==> src/rtl/fc_mac_unit.sv <==
// Fully-connected MAC: LANES sign-magnitude products per beat,
// two's-complement accumulation, saturating sign-magnitude result.
module fc_mac_unit #(
  parameter int DATA_WIDTH = 16,
  parameter int LANES      = 4,
  parameter int FRAC_BITS  = 8,
  parameter int ACC_WIDTH  = 40
) (
  input  logic                        clk,
  input  logic                        rst,
  input  logic [LANES*DATA_WIDTH-1:0] in_a,
  input  logic [LANES*DATA_WIDTH-1:0] in_b,
  input  logic                        in_valid,
  input  logic                        in_last,
  output logic                        in_ready,
  output logic [DATA_WIDTH-1:0]       out_data,
  output logic                        out_sat,
  output logic                        out_valid,
  input  logic                        out_ready
);

  localparam int MW = DATA_WIDTH - 1;
  localparam int PW = 2 * MW;

  generate
    if (ACC_WIDTH < PW + $clog2(LANES) + 1) begin : g_acc_chk
      $error("fc_mac_unit: ACC_WIDTH too small");
    end
  endgenerate

  logic stall;
  assign stall    = out_valid && !out_ready;
  assign in_ready = !stall;

  logic [PW-1:0] p_mag  [LANES];
  logic          p_sign [LANES];

  always_comb begin
    for (int i = 0; i < LANES; i++) begin
      p_mag[i]  = PW'(in_a[i*DATA_WIDTH +: MW])
                * PW'(in_b[i*DATA_WIDTH +: MW]);
      p_sign[i] = (p_mag[i] != '0)
                && (in_a[i*DATA_WIDTH+MW] ^ in_b[i*DATA_WIDTH+MW]);
    end
  end

  logic [PW-1:0] s1_mag  [LANES];
  logic          s1_sign [LANES];
  logic          s1_valid;
  logic          s1_last;

  always_ff @(posedge clk) begin
    if (rst) begin
      s1_valid <= 1'b0;
      s1_last  <= 1'b0;
      for (int i = 0; i < LANES; i++) begin
        s1_mag[i]  <= '0;
        s1_sign[i] <= 1'b0;
      end
    end else if (!stall) begin
      s1_valid <= in_valid;
      s1_last  <= in_last;
      for (int i = 0; i < LANES; i++) begin
        s1_mag[i]  <= p_mag[i];
        s1_sign[i] <= p_sign[i];
      end
    end
  end

  logic [ACC_WIDTH-1:0] acc;
  logic [ACC_WIDTH-1:0] lane_sum;
  logic [ACC_WIDTH-1:0] total;

  always_comb begin
    lane_sum = '0;
    for (int i = 0; i < LANES; i++) begin
      if (s1_sign[i])
        lane_sum = lane_sum - ACC_WIDTH'(s1_mag[i]);
      else
        lane_sum = lane_sum + ACC_WIDTH'(s1_mag[i]);
    end
    total = acc + lane_sum;
  end

  localparam logic [ACC_WIDTH-1:0] MAX_MAG = ACC_WIDTH'({MW{1'b1}});

  logic                 neg;
  logic [ACC_WIDTH-1:0] abs_sum;
  logic [ACC_WIDTH-1:0] mag_full;
  logic                 res_sat;
  logic [MW-1:0]        res_mag;
  logic                 res_sign;

  // Truncate toward zero on the magnitude so -0 never appears.
  always_comb begin
    neg      = total[ACC_WIDTH-1];
    abs_sum  = neg ? -total : total;
    mag_full = abs_sum >> FRAC_BITS;
    res_sat  = mag_full > MAX_MAG;
    res_mag  = res_sat ? {MW{1'b1}} : mag_full[MW-1:0];
    res_sign = neg && (res_mag != '0);
  end

  logic step;
  logic load;
  assign step = s1_valid && !stall;
  assign load = step && s1_last;

  always_ff @(posedge clk) begin
    if (rst) begin
      acc       <= '0;
      out_valid <= 1'b0;
      out_data  <= '0;
      out_sat   <= 1'b0;
    end else begin
      if (step)
        acc <= s1_last ? '0 : total;
      if (load) begin
        out_data  <= {res_sign, res_mag};
        out_sat   <= res_sat;
        out_valid <= 1'b1;
      end else if (out_ready) begin
        out_valid <= 1'b0;
      end
    end
  end

endmodule

==> config.mk <==
export PLATFORM = sky130hd
export DESIGN_NAME = fc_mac_unit
export DESIGN_NICKNAME = d
export VERILOG_FILES = /design/src/rtl/fc_mac_unit.sv
export SDC_FILE = /design/constraint.sdc
export NUM_CORES = 2
export LEC_CHECK = 0
export CAP_MARGIN = 20
export CORE_ASPECT_RATIO = 0.75
export CORE_MARGIN = 3
export CORE_UTILIZATION = 40
export CTS_CLUSTER_DIAMETER = 50
export DETAILED_ROUTE_END_ITERATION = 10
export GPL_TIMING_DRIVEN = 1
export PLACE_DENSITY_LB_ADDON = 0.05
export SLEW_MARGIN = 30
export SYNTH_ARGS = -nofsm -noshare
export SYNTH_HDL_FRONTEND = slang
export SYNTH_SLANG_ARGS = --single-unit
export TNS_END_PERCENT = 30
==> constraint.sdc <==
create_clock -name clk -period 15.5 [get_ports clk]
set_clock_uncertainty 0.2 [all_clocks]
set_input_delay 3.1 -clock clk [delete_from_list [all_inputs] [get_ports clk]]
set_output_delay 3.1 -clock clk [all_outputs]
set_load 0.03 [all_outputs]
Word-level counts from Yosys, hierarchy flattened
Memories as Yosys holds them, arrays and structs flattened.
Index checks and enable logic that the tools add are counted.
{"block": "word_totals", "wordCells": 72, "ramBits": 124, "reg_bits": 60, "output_inout_bits": 19, "memories": 2, "in_bits": 133, "latchBits": 0, "romBits": 0}
{"block": "classes", "n_mux": 22, "div": 0, "n_shift": 0, "n_addsub": 9, "n_mul": 4, "eq_ne": 0, "bitwise_logic": 12, "magnitude_cmp": 1, "reduce_logical": 16}
{"name": "s1_mag", "depth": 4, "width": 30, "read_ports": 4, "rd_ports_with_merged_regs": 0, "wr": 4, "line_no": "47", "text": "logic [PW-1:0] s1_mag [LANES];"}
{"name": "s1_sign", "depth": 4, "width": 1, "read_ports": 4, "rd_ports_with_merged_regs": 0, "wr": 4, "line_no": "48", "text": "logic s1_sign [LANES];"}
{"cell": "two-way mux 40 bit", "count": 6}
{"cell": "adder 40 x 30 -> 40 bit", "count": 3}
{"cell": "multiplier 15 x 15 -> 30 bit", "count": 4}
{"cell": "two-way mux 30 bit", "count": 4}
{"cell": "nonzero test 30 bit", "count": 4}
{"cell": "subtractor 40 x 30 -> 40 bit", "count": 3}
{"cell": "adder 40 bit", "count": 1}
{"cell": "negation 40 bit", "count": 1}
{"cell": "> comparator 32 x 15 -> 1 bit, second input constant", "count": 1}
{"cell": "subtractor 1 x 30 -> 31 bit, first input constant", "count": 1}
{"cell": "two-way mux 15 bit", "count": 1}
{"cell": "nonzero test 15 bit", "count": 1}
{"cell": "two-way mux 1 bit", "count": 11}
{"cell": "logical AND 1 bit", "count": 8}
{"cell": "bitwise OR 1 bit", "count": 8}
{"cell": "bitwise XOR 1 bit", "count": 4}
{"cell": "logical NOT 1 bit", "count": 2}
{"cell": "nonzero test 2 bit", "count": 1}

Depth between registers and ports, before layout
An unclocked memory read counts as a cell.
{"block": "depth", "depth_word": 16, "depth_mapped": 60, "depth_no_buf": 59}

Worst setup path before layout
Ideal clock, no wire load.
{"block": "synth_timing", "kind": "register to register", "startpoint": "memory s1_mag[0][0] in the netlist's numbering", "endpoint": "register out_data[10]", "setup_time_ns": 0.134, "stages_incl_launch_ff": 57, "required_time_ns": 15.166, "synth_period_minus_slack_ns": 10.904, "arrival_ns": 10.571, "slack_ns": 4.596, "path_buffers": 1, "cell_sequence": "edfxtp_1 -> inv_1 -> ha_1 -> or3b_2 -> or3_1 -> o31ai_1 -> xnor2_1 -> ha_1 -> inv_1 -> o31a_1 -> a41oi_1 -> nand3_1 -> nand2_1 -> a21oi_1 -> nor2b_1 -> o21ai_0 -> nand2b_1 -> a21oi_1 -> [21 not listed] -> nand2b_1 -> xor2_1 -> ha_1 -> a211o_1 -> nor2_1 -> o211a_1 -> nor3_1 -> nor4_2 -> or3b_1 -> or4_1 -> nor3_2 -> nand2_1 -> mux2_2 -> a32oi_1 -> or4_4 -> a211oi_4 -> buf_4 -> a211oi_1"}
{"item": "from (decl)", "line_no": "47"}
{"item": "to (signal assigned)", "line_no": "119", "text": "out_data <= {res_sign, res_mag};"}
{"item": "to (decl)", "line_no": "16", "text": "output logic [DATA_WIDTH-1:0] out_data,"}

==> flow_metrics.py <==
metrics = {
    "floorplan": {
        "coreArea_um2": 114000,
        "die_width_um": 398,
        "die_area_um2": 119000,
        "start_util_pct": 40.4,
        "ioPinCount": 152,
        "rows": 107,
        "die_y_um": 300,
    },
    "critical_path": {
        "crit_path_end_kind": "flop",
        "cp_data_arrival_time_ns": 12.64,
        "required_ns": 15.65,
        "max_stage_delay_ns": 0.61,
        "r2r_start": "s1_mag[0][0]",
        "cp_common_cell": "a21oi_1",
        "criticalPathCategory": "flop to flop",
        "path_buf_inv": 1,
        "cp_top_family": "compound AO/OA/AOI/OAI gates",
        "reg2reg_to": "out_data[1]",
        "ff2ff_setup_slack_ns": 3.01,
        "reg2reg_depth": 55,
        "worst-path-max-fanout": 17,
        "worst_setup_path_start_kind": "flop",
        "cpMaxStageDelayCell": "xnor3_2",
    },
    "detailed_routing": {
        "vias_per_cell": 5.21,
        "drc": 0,
        "totalWireLength_um": 127000,
        "first_iter_violations": 1949,
        "dr.pass1.iters": 5,
        "wire_per_inst_um": 18.5,
        "ant_nets": 0,
        "num_vias": 35749,
    },
    "cts": {
        "insertion_delay_ns": 0.50,
        "numClockSinks": 184,
        "cts_setup_buffers": 0,
        "numCtsBuffers": 17,
        "cts_hold_buf": 0,
        "cts_tree": "built",
        "cts_buffer_depth": 2,
        "cts-htree-levels": 4,
        "path_clk_slew_ns": 0.08,
        "postCtsResizedCells": 0,
        "cts-root-buf": "clkbuf_16",
    },
    "worst_hold_path": {
        "holdPathEnd": "out_data[13]",
        "min-delay-start": "out_data[13]",
        "hold_path_depth": 2,
        "holdCritPathClass": "flop to flop",
    },
    "global_route": {
        "grt_usage_pct": 21.9,
        "grt_pass1_vias": 37083,
        "antenna_found_initial": 1,
        "overflow": 0,
        "grt_pass1_wl_um": 208000,
        "grt_max_degree": 75,
    },
    "sta": {
        "setup_tns_ns": 0,
        "slew_violations": 0,
        "setup_ws_ns": 3.01,
        "hold_violations": 0,
        "tightestPinTransition_ns": 0.957,
        "setup_viol": 0,
        "relSlewSlack_pct": 36.0,
        "fin_crit_ns": 12.49,
        "timing.fmax_mhz": 80.1,
        "rsz0062_at_grt": "false",
        "period_share_pct": 80.6,
    },
    "synth": {
        "synth_edf_count": 124,
        "syn_area_per_cell_um2": 8.69,
        "yosysSeqAreaShare_pct": 10.7,
        "yosys_warnings": 0,
        "syn_inst": 5309,
        "synth_fa_ha_area_share_pct": 43.8,
        "postSynth.asyncResetShare_pct": 0,
        "syn_area_um2": 46100,
        "synthXorXnorAreaFrac_pct": 7.36,
        "syn_nets": 6653,
        "synth_simple_gate_area_share_pct": 19.4,
        "post_synth_mux_area_share_pct": 0.222,
        "synth_top_family_by_area": "adder cells",
        "ys_ff_latch": 184,
        "synth_compound_area_share_pct": 10.9,
        "synth.distinct_cells": 105,
        "ys.flop_type": "edfxtp_1",
    },
    "placement": {
        "pre_cts_slack_ns": 3.08,
        "hpwl_um": 105000,
        "io_buffers": 151,
        "routabilityCongestion": 0.895,
        "dp.cells": 6829,
    },
    "flow_run": {
        "max_cap_viol_count": 0,
    },
    "layout": {
        "diodes": 0,
        "drive_gt1_share_pct": 2.64,
        "fin_cells": 6861,
        "area_growth_syn_to_layout_pct": 7.53,
        "final_nets": 6666,
    },
    "run_status": {
        "outcome": "complete, no violations",
    },
}
-- routing by layer --
| metal | share of wire (%) | up-vias | track usage [%] |
|---|---|---|---|
| met4 | 1.5 | 0 | 4.06 |
| met1 | 52 | 17780 | 33.7 |
| met5 | 0 | - | 0 |
| li1 | - | 17274 | - |
| met2 | 42 | 609 | 32.5 |
| met3 | 4.5 | 86 | 3.21 |
-- placed cells by master (no fill, tap or decap), drive strengths merged, types with 124 or more instances in the layout --
| cell type | instances |
|---|---|
| nand2 | 672 |
| fa | 672 |
| inv | 755 |
| clkdlybuf4s50 | 150 |
| a21oi | 251 |
| and2 | 414 |
| xnor2 | 293 |
| edfxtp | 124 |
| nor2 | 363 |
| ha | 539 |
-- flip-flops by register name (all words and copies together), names as in the netlist --
signal / count
s1_mag: 120
s1_last: 1
s1_valid: 1
out_data: 16
out_sat: 1
s1_sign: 4
acc: 40
out_valid: 1
-- cell type report --
cell class	count	area, um^2
Fill cell	11501	64500
Tap cell	1526	1910
Sequential cell	184	4920
Clock inverter	12	110
Clock buffer	20	447
Multi-Input combinational cell	4194	37700
Timing Repair Buffer	178	1710
Inverter	747	2800
-- worst max-delay path by stage --
stage                             from      endpoint  slack, ns  depth (start not counted)
after floorplan           s1_mag[0][0]  out_data[10]       4.60                         56
after global placement    s1_mag[0][0]   out_data[2]       3.11                         56
after detailed placement  s1_mag[0][0]  out_data[11]       3.08                         55
after CTS                 s1_mag[0][0]   out_data[1]       3.04                         55
after global routing      s1_mag[0][0]  out_data[10]       1.73                         55
final                     s1_mag[0][0]   out_data[1]       3.01                         55
-- worst reg2reg max path, delay by kind of cell, from the launching register on --
| family | cells | cell delay (ns) |
|---|---|---|
| XOR/XNOR | 5 | 1.12 |
| AO/OA/AOI/OAI | 29 | 6.03 |
| flip-flops | 1 | 0.39 |
| AND/OR/NAND/NOR | 15 | 2.98 |
| adder cells (fa/ha/maj) | 5 | 1.47 |
| buffers and inverters | 1 | 0.14 |
-- synthesized netlist by cell type, types with 25 or more instances --
cell type / count / area [um^2]
nand3_1: 53 / 265
ha_1: 539 / 6740
nor2b_1: 30 / 188
dfxtp_1: 60 / 1200
edfxtp_1: 124 / 3720
a21o_1: 93 / 698
nor2_1: 363 / 1360
a22oi_1: 35 / 263
xor2_1: 83 / 727
and3_1: 25 / 156
xnor2_1: 291 / 2550
nor3_1: 71 / 355
nor4_1: 26 / 163
clkbuf_1: 163 / 612
o21a_1: 34 / 255
and2_1: 413 / 2580
nand2_1: 672 / 2520
o21ai_0: 93 / 465
inv_1: 747 / 2800
a211oi_1: 33 / 248
a21oi_1: 250 / 1250
o21bai_1: 49 / 368
nand2b_1: 41 / 257
fa_1: 672 / 13500
-- stage by stage --
step	area (um^2)	util, %	hold slack [ns]
after detailed placement	49000	43.0	0.262
after global routing	49600	43.5	0.287
after CTS	49600	43.5	0.273
after global placement	49000	43.0	0.251
after floorplan	46100	-	0.260
final	49600	43.5	0.265
-- cell families after synthesis --
kind of cell | Yosys count
xor gates and xnor gates | 380
buffers and inverters | 931
and+or+nand+nor | 1831
muxes | 10
AOI/OAI and AO/OA | 762
DFF | 184
adders and majority gates | 1211
Power is left out: the tool's default activity adds up to more than one toggle a clock period on the data nets, which glitch-free logic cannot reach.
